## src/rtl/jtopl_wrbuf.sv

```systemverilog
// CPU write buffer in front of the OPL register map.
// Queues CPU port writes and replays them with chip recovery gaps.
module jtopl_wrbuf #(
    parameter int DEPTH     = 8,
    parameter int AW        = 3,
    parameter int ADDR_WAIT = 12,
    parameter int DATA_WAIT = 84
) (
    input  logic          clk,
    input  logic          rst,
    input  logic          cen,
    input  logic          cpu_wr,
    input  logic          cpu_addr,
    input  logic [7:0]    cpu_din,
    input  logic          ovf_clr,
    output logic          mmr_write,
    output logic          mmr_addr,
    output logic [7:0]    mmr_din,
    output logic          busy,
    output logic          full,
    output logic          ovf,
    output logic [AW:0]   level
);

    localparam int MAXW = (ADDR_WAIT > DATA_WAIT) ? ADDR_WAIT : DATA_WAIT;
    localparam int CW   = $clog2(MAXW + 2);

    localparam logic [AW-1:0] PONE  = 1;
    localparam logic [AW:0]   LONE  = 1;
    localparam logic [AW:0]   LFULL = (AW+1)'(DEPTH);
    localparam logic [CW-1:0] CONE  = 1;
    localparam logic [CW-1:0] AWAIT = CW'(ADDR_WAIT);
    localparam logic [CW-1:0] DWAIT = CW'(DATA_WAIT);

    typedef enum logic {
        IDLE,
        WAIT
    } state_t;

    logic [8:0]    mem_q [DEPTH];
    logic [AW-1:0] wptr_q, wptr_d;
    logic [AW-1:0] rptr_q, rptr_d;
    logic [AW:0]   level_q, level_d;
    state_t        state_q, state_d;
    logic [CW-1:0] cnt_q, cnt_d;
    logic          wr_q, wr_d;
    logic          addr_q, addr_d;
    logic [7:0]    din_q, din_d;
    logic          ovf_q, ovf_d;

    logic          full_w;
    logic          pop;
    logic          push;
    logic          drop;
    logic [8:0]    head;
    logic [CW-1:0] load;

    always_comb begin
        full_w = (level_q == LFULL);
        head   = mem_q[rptr_q];
        // No pop while a strobe is out: keeps issues one clk apart.
        pop    = (state_q == IDLE) && (level_q != '0) && !wr_q;
        // A pop frees a slot in the same cycle, so a full FIFO can accept.
        push   = cpu_wr && (!full_w || pop);
        drop   = cpu_wr && !push;
        load   = head[8] ? DWAIT : AWAIT;

        wptr_d  = wptr_q;
        rptr_d  = rptr_q;
        level_d = level_q;
        state_d = state_q;
        cnt_d   = cnt_q;
        wr_d    = 1'b0;
        addr_d  = addr_q;
        din_d   = din_q;
        ovf_d   = ovf_q;

        if (state_q == WAIT && cen) begin
            cnt_d = cnt_q - CONE;
            if (cnt_q == CONE) begin
                state_d = IDLE;
            end
        end

        if (pop) begin
            rptr_d  = rptr_q + PONE;
            wr_d    = 1'b1;
            addr_d  = head[8];
            din_d   = head[7:0];
            cnt_d   = load;
            state_d = (load != '0) ? WAIT : IDLE;
        end

        if (push) begin
            wptr_d = wptr_q + PONE;
        end

        unique case ({push, pop})
            2'b10:   level_d = level_q + LONE;
            2'b01:   level_d = level_q - LONE;
            default: level_d = level_q;
        endcase

        if (ovf_clr) begin
            ovf_d = 1'b0;
        end
        if (drop) begin
            ovf_d = 1'b1;
        end
    end

    always_ff @(posedge clk) begin
        if (rst) begin
            wptr_q  <= '0;
            rptr_q  <= '0;
            level_q <= '0;
            state_q <= IDLE;
            cnt_q   <= '0;
            wr_q    <= 1'b0;
            addr_q  <= 1'b0;
            din_q   <= '0;
            ovf_q   <= 1'b0;
        end else begin
            wptr_q  <= wptr_d;
            rptr_q  <= rptr_d;
            level_q <= level_d;
            state_q <= state_d;
            cnt_q   <= cnt_d;
            wr_q    <= wr_d;
            addr_q  <= addr_d;
            din_q   <= din_d;
            ovf_q   <= ovf_d;
        end
    end

    // Storage needs no reset: pointers and level define what is valid.
    always_ff @(posedge clk) begin
        if (push && !rst) begin
            mem_q[wptr_q] <= {cpu_addr, cpu_din};
        end
    end

    assign mmr_write = wr_q;
    assign mmr_addr  = addr_q;
    assign mmr_din   = din_q;
    assign full      = full_w;
    assign ovf       = ovf_q;
    assign level     = level_q;
    assign busy      = (level_q != '0) || (state_q != IDLE) || wr_q;

endmodule

```

## config.mk

```make
export PLATFORM = sky130hd
export DESIGN_NAME = jtopl_wrbuf
export DESIGN_NICKNAME = d
export VERILOG_FILES = /design/src/rtl/jtopl_wrbuf.sv
export SDC_FILE = /design/constraint.sdc
export NUM_CORES = 1
export LEC_CHECK = 0
export BUFFER_PORTS_ARGS = -buffer_cell sky130_fd_sc_hd__buf_2
export CORE_UTILIZATION = 40
export DETAILED_ROUTE_END_ITERATION = 10
export GPL_ROUTABILITY_DRIVEN = 0
export MAX_ROUTING_LAYER = met4
export PLACE_DENSITY = 0.68
export SYNTH_ARGS = -nofsm -noshare
export SYNTH_HDL_FRONTEND = slang
export SYNTH_SLANG_ARGS = --single-unit
```

## constraint.sdc

```tcl
create_clock -name clk -period 2.29 [get_ports clk]
set_clock_uncertainty 0.1 [all_clocks]
set_input_delay 0.5725 -clock clk [delete_from_list [all_inputs] [get_ports clk]]
set_output_delay 0.5725 -clock clk [all_outputs]
set_load 0.01 [all_outputs]
```

; ---- Yosys cells after proc, flatten, opt, wreduce, memory -nomap -nowiden
; Memories as Yosys holds them, arrays and structs flattened. A register that Yosys moved wholly into a read port is not among the register bits.
; Index checks and enable logic that the tools add are counted.
[word_totals]
wordCells = 55
output_inout_bits = 17
ramBits = 72
memories = 1
reg_bits = 29
latch_bits = 0
in_bits = 14
mem_bits_ro = 0
[op_classes]
reduce_logical = 20
eq_ne = 4
n_div = 0
mul = 0
bitwise = 1
shifts = 0
muxes = 15
addsub = 5
order_cmp = 0
[memory_table]
columns = memory, words, word_bits, read_ports, rd_ports_with_merged_regs, wr, line_no
row1 = mem_q, 8, 9, 1, 1, 1, 40  ; logic [8:0] mem_q [DEPTH];
[ops]
columns = cell, n
row1 = two-way mux 7 bit, 3
row2 = two-way mux 1 bit, 9
row3 = case mux 4 bit (2 select lines), 1
row4 = nonzero test 2 bit, 4
row5 = "equality test 7 x 1 -> 1 bit, second input constant", 1
row6 = nonzero test 7 bit, 1
row7 = "subtractor 7 x 1 -> 7 bit, second input constant", 1
row8 = "adder 3 x 1 -> 3 bit, second input constant", 2
row9 = logical AND 1 bit, 6
row10 = two-way mux 3 bit, 2
row11 = "adder 4 x 1 -> 4 bit, second input constant", 1
row12 = "equality test 4 bit, second input constant", 1
row13 = zero test 1 bit, 4
row14 = nonzero test 4 bit, 1
row15 = "subtractor 4 x 1 -> 4 bit, second input constant", 1
row16 = logical OR 1 bit, 3
row17 = "equality test 2 x 1 -> 1 bit, second input constant", 1
row18 = "equality test 2 bit, second input constant", 1
row19 = AND reduction 2 bit, 1
row20 = inverter 1 bit, 1

; ---- Depth between registers and ports, before layout
; Gate-level depths: netlist of run 1.
[logic_depth]
depth_word = 8
ltp_mapped = 8

; ---- Worst setup path after synthesis of run 1
; No wires, ideal clock.
[synth_path]
path_type = register -> register
start = register wr_q, in the netlist mmr_write
end = memory mem_q[0][0], enable pin
setup_ns = 0.403
arrival_time_ns = 1.971
path_slack_ns = -0.184
n_path_buf = 0
stages_incl_launch_ff = 4
cell_sequence = dfxtp_1 -> nor2_1 -> o21ai_0 -> nor4b_1
[synth_via]
elab_chain_len = 7
[synth_lines]
columns = item, line_no
row1 = start: declaration, 46  ; logic wr_q, wr_d;
row2 = start signal: assignment, 129  ; wr_q <= wr_d;
row3 = zero test 1 bit, 62  ; pop = (state_q == IDLE) && (level_q != '0) && !wr_q;
row4 = logical AND 1 bit, 62
row5 = logical OR 1 bit, 64  ; push = cpu_wr && (!full_w || pop);
row6 = logical AND 1 bit, 64
row7 = logical AND 1 bit, 138  ; if (push && !rst) begin
row8 = two-way mux 1 bit, 138
row9 = two-way mux 1 bit (not written as such), 139  ; mem_q[wptr_q] <= {cpu_addr, cpu_din};
row10 = end: declaration, 40
; No other way between the ends.

; ---- Final worst setup path of run 1
[layout_path]
start = register level_q[3], in the netlist level[3]
end = output full
[layout_via]
elab_chain_len = 1
[layout_lines]
columns = item, line_no
row1 = start: declaration, 43  ; logic [AW:0] level_q, level_d;
row2 = start signal: assignment, 126  ; level_q <= level_d;
row3 = equality test 4 bit, 59  ; full_w = (level_q == LFULL);
row4 = end: declaration, 20  ; output logic full,
; No other way between the ends.

==> results of run 1 <==
## cell type report
cell class                 count  share of cell area
clock buffer                   9              0.0255
clock inverter                 7              0.0196
inverter                       7             0.00540
multi-input combinational    144               0.270
sequential                   104               0.577
tap                          133              0.0342
timing repair buffer          53              0.0689
## worst reg2reg max path, stage by stage, from the launching register on
cell	delay (ns)
dfxtp_2	0.35
or2_4	0.25
or3_4	0.34
inv_2	0.10
ha_4	0.21
a21oi_2	0.15
buf_4	0.12
nand2_1	0.06
a2bb2oi_2	0.14
mux2_2	0.27
## synth_stat cells (all sizes together), types with 2 or more instances
cell,instances,area share
mux2i,8,0.019
ha,6,0.018
nand3,3,0.0036
inv,7,0.0064
or4,2,0.0036
mux4,18,0.098
nor2,31,0.028
nor4,3,0.0045
a21oi,7,0.011
xor2,4,0.0085
or3,2,0.0030
buf,6,0.0079
o21a,3,0.0073
clkbuf,5,0.0045
dfxtp,32,0.15
edfxtp,72,0.52
nor2b,3,0.0045
a211oi,11,0.021
nand2,12,0.011
nor3,9,0.011
xnor2,6,0.013
mux2,4,0.011
## cell families after synthesis
group / after synthesis / synth area share
XOR/XNOR: 10 / 0.0212
buffers and inverters: 18 / 0.0187
AO/OA/AOI/OAI: 28 / 0.0529
adder cells (fa/ha/maj): 7 / 0.0230
flip-flops: 104 / 0.677
AND/OR/NAND/NOR: 69 / 0.0786
multiplexers: 30 / 0.128
## per-stage QoR
step	util	worst slack (ns)	hold slack, ns	std cells
2_1_floorplan	-	0.00786	0.354	266
3_3_place_gp	0.466	-0.0401	0.360	441
3_5_place_dp	0.466	-0.132	0.376	441
4_1_cts	0.488	0.00764	0.361	457
5_1_grt	0.491	0.00406	0.362	457
6_report	0.491	0.0522	0.375	457
## final timing paths
kind | cells after the start | to | slack [ns]
max | 4 | full | 0.05
max reg2reg | 9 | level[3]$_SDFFE_PP0P_ | 0.11
min reg2reg | 2 | mmr_din[5]$_SDFFE_PP0P_ | 0.40
min | 1 | mem_q[1][0]$_DFFE_PP_ | 0.37
## state kept, by name (all words and copies together), names as in the netlist, named ones only
register,cells
mmr_addr,1
cnt_q,7
level,4
mmr_din,8
rptr_q,3
wptr_q,3
mem_q,72
state_q,1
ovf,1
mmr_write,1
## what timing repair did
action | in CTS | in global routing
gates resized for setup | 1 | 5
setup endpoints to repair | 1 | 2
pin swaps | 1 | 1
## routing by layer
layer | GRT usage | vias to the layer above
met2 | 0.248 | 37
met1 | 0.186 | 1148
met4 | 0.0500 | 0
li1 | - | 1122
met5 | - | -
met3 | 0.0289 | 4
## power groups by stage
stage | clock (mW) | combinational, mW | sequential [mW]
floorplan | 0 | 1.22 | 2.42
global placement | 0 | 1.84 | 2.39
detailed placement | 0 | 1.87 | 2.40
CTS | 1.25 | 1.89 | 2.36
global route | 1.32 | 2.11 | 2.40
finish | 1.22 | 1.89 | 2.37
==> run summary, run 1 <==
Setup repair after global routing left no endpoint under its margin. Across all layers, the routed design uses 2311 vias. The power density relative to cell area came out at 1130 mW/mm². The path class of the tightest hold or removal check is in2reg. The number of DRC violations after detailed-routing iteration 0 is 111.

The worst max-slew margin expressed relative to the limit is 0.360. For this run, the number of Yosys warnings is 0. The share of flip-flops with an asynchronous set or reset is 0.

The cell-internal power came out at ~3.7 mW. The average vias per placed instance is 5.06. After legalization and detailed placement, the total HPWL measured 4.98 mm. The via count of the first global-routing pass came out at 2331.

The number of nets in the final layout came out at 340. Hold repair after CTS inserted 0 buffers. The number of flops mapped to enable cells by yosys is between 70 and 80. Setup total negative slack on the finished layout was measured at 0 ns. The synthesized flop and latch total is about 100.

The register area came out at 0.00281 mm². The cell sitting at the root of the clock tree is a clkbuf_8. The leftover overflow at the end of global routing came out at 0.

The switching component of the power is 1.81 mW. Detailed routing placed a total of 3.80 mm of wire on met2. Data on the critical path is required at its endpoint by 1.62 ns. The combined buffer and inverter count along the critical path came out at 3. The static leakage power is ~1.7 nW. Detailed routing placed a total of 179 µm of wire on met3. The register clock-pin slew on the reported worst setup and hold paths is 0.11 ns. For this run, the top clock speed supported by timing is 447 MHz.

The core area is 0.00991 mm². The remaining routing DRC violations came out at 0. The detailed-route wire length came out at 7.40 mm. The maximum ir drop on the vdd rail is about 540 µV.

Among all stages on the critical path, the largest delay is contributed by or4b_4. The TritonCTS clock tree is yes. The layout has 866 filler cells. The critical path is of the reg2out type.

The initial antenna violation count is 0. The run finished with clean final reports. Traced cell by cell, the critical path runs through buf_4 > or4b_4 > inv_1 > buf_2. Of the total power, the clock network draws 0.223. The post-synth design cell area came out at 0.00414 mm². The maximum clock path buffer count came out at 2.

The total global routing track utilization is 0.150. 31 I/O pins were placed. The post-detailed-route count of antenna-violating nets is 0.

The largest net degree at the start of global routing is 35. In this design, the stage delay of the slowest critical-path cell is roughly 0.5 ns. The average footprint of a synthesized cell is 15.6 µm². The number of buffers added for setup after CTS is 0. The area of the multi-input gates is 0.00131 mm².

In this run the worst path has a maximum fanout of 5. The max capacitance violation total came out at 0. The share of the clock period used by the worst path is 0.977. The final cell area excluding filler cells is 0.00486 mm². The floorplan die height came out at 104 µm. The hold violation count in the final report came out at 0.

Setup violations remaining at the end of the flow were counted as 0. Leaving out fill and tap cells, the most frequent cells in the layout are edfxtp_1 (72), nor2_1 (31), dfxtp_1 (30), buf_2 (30), buf_4 (22). The number of antenna diodes in the final layout is 0. Clock latency on the worst-skew pair, taken at its later pin, is 0.37 ns. The sequential group share of total power is 0.432. The sequential-to-total area share from yosys stat came out at 0.677. For this design, the sink count on the clock tree is 104. The layout-stage area growth over the synthesis result came out at 17.5%. In this run the number of H-tree levels came out at 3.

The average wire per standard cell is 16.2 µm. The post-route total power came out at roughly 5.5 mW. Data on the critical path arrives at its endpoint at ~1.6 ns. The net count after synthesis is 287. The kind of cell with the highest combined delay along the critical path is simple AND/OR/NAND/NOR gates. The initial standard-cell utilization of the core came out at 0.418. The type of element capturing the critical path is a primary output. The number of pins with negative max-slew slack in the final report was 0. The commonest non-fill, non-tap cell in the layout is edfxtp_1. The number of input and output port buffers inserted is 30.

The number of detailed-route iterations in the first pass is 4. The synthesized instance count came out at roughly 270. The fraction of power consumed by combinational cells is 0.345. The fraction of layout cells with a size suffix above 1 is 0.336. The total placed instance area is 0.00461 mm². After detailed routing, no signal wire sits above met4. The critical path starts at level[3]$_SDFFE_PP0P_. The pin slew with the least headroom to its limit came out at 0.954 ns. The count of distinct cell types in the synthesized netlist came out at 40. The worst register-to-register path begins at state_q$_SDFFE_PP0P_. The total clock buffers created by CTS is 9. The placement row count is 36.

The global-route wire length before repair is 11.9 mm. The area of the die came out at between 0.01 and 0.015 mm². After layout, the minimum clock period comes to around 2.2 ns.

The start point of the worst hold path is cpu_din[0]. The wire length the detailed router placed on met1 is 3.36 mm. STA classifies the critical path startpoint as a flop. The horizontal extent of the die is 104 µm. In the synthesized netlist the dominant register cell turns out to be edfxtp_1.

Of the total power, the share spent switching nets is 0.330.
Note: power is estimated with default switching activity, not from simulation.
==> run 2, diff against run 1 <==
- ABC_CLOCK_PERIOD_IN_PS: not set -> 2290
- PLACE_DENSITY: 0.68 -> not set
==> run 2 against run 1 <==
Net effect:
- first-iteration DRC count increased by 38%
- global-route usage increased by 0.088 points
- flip-flop and latch count stayed put
- largest cell class unchanged
- via count decreased by 0.22%
==> run summary, run 2 (same netlist as run 1, synthesis figures left out) <==
The tree is rooted in a clkbuf_8. The detailed-route wire length is 7.37 mm (-0.53%). The number of input and output port buffers inserted was 30 (unchanged). The worst endpoint data arrival time is 1.59 ns (+0.02 ns).

The floorplan die height came out at 104 µm (unchanged). The maximum ir drop on the vdd rail is 457 µV (-16%). The initial antenna violation count came out at 0 (unchanged).

The number of pins with negative max-slew slack in the final report was 0 (unchanged). The area of the multi-input gates is 0.00134 mm² (+1.8%). The worst setup path is of the reg2out kind.

The register with the most flip-flops in the final layout is mem_q. The hold violation count in the final report is 0 (unchanged). The max capacitance violation total is 0 (unchanged). The met3 capacity usage during global routing came to 0.0308 (+0.00189).

The worst-skew pair later-pin latency came out at 0.36 ns (about the same). The global-route wire length before repair came to 12.0 mm (+0.11%). The share of the clock period used by the worst path is 0.989 (+0.0118). The register clock-pin slew on the reported worst setup and hold paths is 0.10 ns (about the same). The leftover overflow at the end of global routing is 0 (unchanged). The pin slew with the least headroom to its limit came out at 0.951 ns (-0.00289 ns). The number of DRC violations after detailed-routing iteration 0 is 153 (+38%). The final total negative setup slack came to 0 ns (unchanged). The fraction of layout cells with a size suffix above 1 is 0.347 (+0.0102). The number of detailed-route iterations in the first pass came out at 4 (unchanged). The placement row count came out at 36 (unchanged). The met2 usage in global routing came to 0.221 (-0.0264). The global routing's busiest layer is met2. The post-layout worst setup margin came out at 0.0251 ns (-0.0271 ns).

The area of the die came to 0.0108 mm² (unchanged). The number of nets in the final layout is 342 (+0.59%). The remaining routing DRC violations was 0 (unchanged). The clock sink total is 104 (unchanged). Compared with the post-synthesis result, the final layout area differs by 17.9%. The number of endpoints failing setup at the final stage is 0 (unchanged). The antenna diode instance count came out at 0 (unchanged). Setup repair after global routing could not meet its margin everywhere. The critical path startpoint category is a flop.

The average vias per placed instance is 5.02 (-0.65%). The total clock buffers created by CTS came out at 9 (unchanged). The min-delay analysis places its worst path in the category in2reg. The post-layout minimum cycle time came out at 2.26 ns (+0.0271 ns). The maximum clock path buffer count came out at 2 (unchanged). The number of flip-flops in the largest register was 72 (unchanged).

The library cell used most frequently in the layout, excluding fill and tap cells, is edfxtp_1. The power density relative to cell area came out at 1110 mW/mm² (-1.5%). The largest net degree at the start of global routing was 36 (+2.9%). The worst setup slack before clock tree synthesis is -0.0943 ns (+0.0381 ns). The type of element capturing the critical path is a primary output.

The via count of the first global-routing pass is 2237 (-4.0%). The required time at the worst-slack endpoint came to 1.62 ns (about the same). The fmax is 442 MHz (-1.2%). The run finished with clean final reports.

The number of top-level pins came out at 31 (unchanged). The core area is 0.00991 mm² (unchanged). The average wire per standard cell is 16.0 µm (-0.96%).

The worst max-slew margin expressed relative to the limit is 0.362 (+0.00193). The total number of vias came out at 2306 (-0.22%). The initial standard-cell utilization of the core is 0.418 (unchanged). The total global routing track utilization came out at 0.151 (+0.000881).

The layout filler cell count is 874 (+0.92%). The post-detailed-route count of antenna-violating nets came out at 0 (unchanged). The biggest fanout along the worst timing path was 4 (-1). The horizontal extent of the die is 104 µm (unchanged).

In the layout the commonest cells are edfxtp_1 (72), nor2_1 (30), buf_2 (30), dfxtp_1 (29), buf_4 (22). The global routing met1 resource utilization came to 0.208 (+0.0224). TritonCTS built the clock tree. The number of levels the H-tree was split into is 3 (unchanged). The post-detailed-placement half-perimeter wirelength is 4.84 mm (-2.8%). The register area is 0.00281 mm² (about the same). The static leakage power is 1.70 nW (+0.11%). The post-route total power is 5.42 mW (-1.2%).
-- run 2: changes by cell type in the layout (fill, tap and decap cells not counted), sizes merged --
cell | previous run | this run
buf | 53 | 55
clkinvlp | 0 | 2
bufinv | 1 | 0
clkinv | 3 | 2
-- run 2: area by class of cell --
class / count / area share
multi-input cells: 144 / 0.274
flip-flops and latches: 104 / 0.575
well taps: 133 / 0.0341
repair buffers: 55 / 0.0733
inverters: 7 / 0.00538
clock inverters: 7 / 0.0131
clock buffers: 9 / 0.0254
-- run 2: final timing paths --
kind | from | end | slack, ns | cells past startpoint
setup / recovery | level[1]$_SDFFE_PP0P_ | full | 0.03 | 4
hold / removal | cpu_din[4] | mem_q[4][4]$_DFFE_PP_ | 0.38 | 1
setup reg to reg | level[1]$_SDFFE_PP0P_ | level[2]$_SDFFE_PP0P_ | 0.06 | 7
hold reg to reg | mmr_addr$_SDFFE_PP0P_ | mmr_addr$_SDFFE_PP0P_ | 0.40 | 2
-- run 2: metal layers --
| metal | share of wire | up-vias |
|---|---|---|
| li1 | - | 1120 |
| met3 | 0.032 | 5 |
| met4 | 0.0094 | 0 |
| met1 | 0.50 | 1150 |
| met2 | 0.46 | 31 |
| met5 | 0 | - |
-- run 2: through the flow --
step,hold slack (ns),instances,instance area [µm²],util
2_1_floorplan,0.354,266,4160,-
3_3_place_gp,0.356,442,4620,0.466
6_report,0.375,459,4880,0.492
5_1_grt,0.370,459,4880,0.492
3_5_place_dp,0.379,442,4620,0.466
4_1_cts,0.363,459,4820,0.486
-- run 2: worst max-delay path, cell delays in order, from the launching register on --
cell     delay (ns)
dfxtp_2        0.35
buf_4          0.14
or4b_4         0.54
inv_1          0.09
buf_2          0.12
-- run 2: timing repair --
action	in CTS	in global routing
buffers inserted	1	0
pin swaps	1	3
endpoints found under the setup margin	1	54
resized for setup	1	15
gates cloned	0	0
hold buffers	0	0
-- run 2: report_power, final --
| part | internal (mW) | total [mW] | switching [mW] | leakage, nW |
|---|---|---|---|---|
| clock network | 0.416 | 1.07 | 0.650 | 0.0886 |
| registers | 2.22 | 2.36 | 0.141 | 0.914 |
| logic | 0.965 | 1.99 | 1.03 | 0.693 |
| total | 3.60 | 5.42 | 1.82 | 1.70 |
==> run 3, diff against run 2 <==
- ABC_CLOCK_PERIOD_IN_PS: 2290 -> 2600
- clock period: 2.29 -> 2.6 ns (I/O delays scaled with it)
==> run 3 against run 2 <==
Net effect:
- sequential share of layout area rose by 1.8 points
- combinational power fell by 23%
- design area fell by 3.2%
- via count fell by 0.74%
- highest routed layer unchanged
==> run summary, run 3 (same netlist as run 1, synthesis figures left out) <==
The maximum ir drop on the vdd rail is 377 µV (-18%). The leftover overflow at the end of global routing is 0 (unchanged). The total number of vias was 2289 (-0.74%). The number of top-level pins came to 31 (unchanged).

The number of pins with negative max-slew slack in the final report came out at 0 (unchanged). The hold violation count in the final report is 0 (unchanged). The number of detailed-route iterations in the first pass is 4 (unchanged). The total clock buffers created by CTS came to 9 (unchanged). The number of endpoints failing setup at the final stage came out at 0 (unchanged).

The class of the worst hold path is reg2reg. The number of flip-flops in the largest register came out at 72 (unchanged). The worst reg2reg path depth came out at 8 (+1).

The hold buffer count at CTS came out at 0 (unchanged). The average wire per standard cell is 16.5 µm (+2.6%). The initial standard-cell utilization of the core was 0.418 (unchanged). The number of nets in the final layout is 335 (-2.0%).

The required time at the worst-slack endpoint is 2.76 ns (+1.14 ns). The TritonCTS clock tree is yes. The worst setup path is of the reg2reg kind. The biggest fanout along the worst timing path is 7 (+3). The register clock-pin slew on the reported worst setup and hold paths is 0.09 ns (about the same).

The detailed-route wire length came out at 7.43 mm (+0.86%). The flow ran to the end, and the final reports show no timing, DRC or antenna violations. The share of the core filled with cells in the final layout came out at 0.477 (-0.0157). The antenna diode instance count came to 0 (unchanged). More flip-flops sit in one register than any other, and that register is mem_q. The total placed instance area came out at 0.00456 mm² (-1.3%). The max capacitance violation total is 0 (unchanged). The average vias per placed instance came out at 5.08 (+1.0%).

The fmax is 428 MHz. The number of input and output port buffers inserted came out at 30 (unchanged). The worst max-slew margin expressed relative to the limit was 0.362 (-0.000503).

The number of levels the H-tree was split into came out at 3 (unchanged). Leaving out fill and tap cells, the most frequent cell in the layout is edfxtp_1. The number of DRC violations after detailed-routing iteration 0 is 117 (-24%). The initial antenna violation count came out at 0 (unchanged).

The worst hold slack across all endpoints came to 0.397 ns (+0.0222 ns). The post-route total power came out at 4.50 mW (-17%). The final total negative setup slack came out at 0 ns (unchanged). The post-detailed-placement half-perimeter wirelength came out at 5.01 mm (+3.5%). The worst-skew pair later-pin latency is 0.36 ns (about the same). The static leakage power was 1.63 nW (-3.9%). The floorplan die height came out at 104 µm (unchanged). The number of buffers added for setup after CTS came out at 0 (-1).

The total global routing track utilization came to 0.155 (+0.00407). The remaining routing DRC violations is 0 (unchanged). The highest signal layer in the routed design is met4. The wire length on met2 came out at 3.67 mm (+8.0%). The fraction of layout cells with a size suffix above 1 came out at 0.289 (-0.0573). The clock sink total is 104 (unchanged). The worst setup path is launched from a flop. The routed wire length on met3 is 373 µm (+60%). The placement row count is 36 (unchanged). The core area came out at 0.00991 mm² (unchanged). The wire length the detailed router placed on met1 is 3.26 mm (-11%). Of the available clock period, the critical path in the final layout requires 0.899.

The final cell area excluding filler cells came out at 0.00472 mm² (-3.2%). The worst setup path is captured at a flop. Leaving out fill and tap cells, the most frequent cells in the layout are edfxtp_1 (72), dfxtp_1 (32), nor2_1 (31), buf_2 (30), mux4_2 (18).

The area of the die is 0.0108 mm² (unchanged). The largest net degree at the start of global routing is 33 (-8.3%). The via count of the first global-routing pass came out at 2272 (+1.6%).

The maximum clock path buffer count is 2 (unchanged). The post-layout minimum cycle time came out at 2.34 ns. The post-detailed-route count of antenna-violating nets is 0 (unchanged). The global-route wire length before repair came to 12.0 mm (+0.81%). The horizontal extent of the die came to 104 µm (unchanged). The layout filler cell count came out at 903 (+3.3%). The layout-stage area growth over the synthesis result is 14.2%. The worst endpoint data arrival time was 2.50 ns (+0.91 ns).

The power density relative to cell area came out at 953 mW/mm² (-14%). Setup repair after global routing left no endpoint under its margin. The pin slew with the least headroom to its limit came out at 0.954 ns (+0.00242 ns). The instance count along the most critical hold path was 2 (+1). The number of cells upsized or downsized after cts came out at 0 (-1). The cell sitting at the root of the clock tree is a clkbuf_8.
run 3: cell count changes in the layout (fill, tap and decap cells not counted), sizes merged:
cell / before / now
clkinvlp: 2 / 3
buf: 55 / 48
clkinv: 2 / 1
clkbuf: 9 / 10
inv: 10 / 8
run 3: final timing paths:
| check | endpoint | slack [ns] | startpoint |
|---|---|---|---|
| worst max register to register | level[3]$_SDFFE_PP0P_ | 0.26 | level[0]$_SDFFE_PP0P_ |
| worst min register to register | mmr_addr$_SDFFE_PP0P_ | 0.40 | mmr_addr$_SDFFE_PP0P_ |
| worst max-delay path | level[3]$_SDFFE_PP0P_ | 0.26 | level[0]$_SDFFE_PP0P_ |
| worst min-delay path | mmr_addr$_SDFFE_PP0P_ | 0.40 | mmr_addr$_SDFFE_PP0P_ |
run 3: worst max-delay path, cell delays in order (launching register included):
cell       delay, ns
dfxtp_1         0.37
nor4_1          0.40
or3_1           0.19
inv_1           0.07
ha_1            0.32
a21oi_1         0.19
a22oi_1         0.09
a2bb2oi_1       0.17
mux2_2          0.34
run 3: final cells by class:
| cell class | instances | area, µm² | share of cell area |
|---|---|---|---|
| Inverter | 7 | 26.3 | 0.00556 |
| Tap cell | 133 | 166 | 0.0352 |
| Multi-Input combinational cell | 144 | 1270 | 0.269 |
| Clock buffer | 10 | 128 | 0.0270 |
| Timing Repair Buffer | 48 | 298 | 0.0630 |
| Sequential cell | 104 | 2800 | 0.593 |
| Clock inverter | 5 | 33.8 | 0.00715 |
run 3: where the power goes:
group	switching, mW	internal (mW)	total, mW
clock network	0.527	0.342	0.870
logic	0.806	0.719	1.53
registers	0.158	1.95	2.11
total	1.49	3.01	4.50
run 3: stage by stage:
stage                     setup slack, ns  instances
after global routing               0.0379        451
after detailed placement           0.0639        436
after global placement              0.105        436
after CTS                           0.242        451
final                               0.262        451
after floorplan                    0.0867        266
run 3: metal layers:
| layer | vias to the layer above | GRT usage |
|---|---|---|
| met5 | - | - |
| met1 | 1130 | 0.191 |
| met4 | 0 | 0.0551 |
| met2 | 45 | 0.245 |
| met3 | 10 | 0.0434 |
| li1 | 1104 | - |
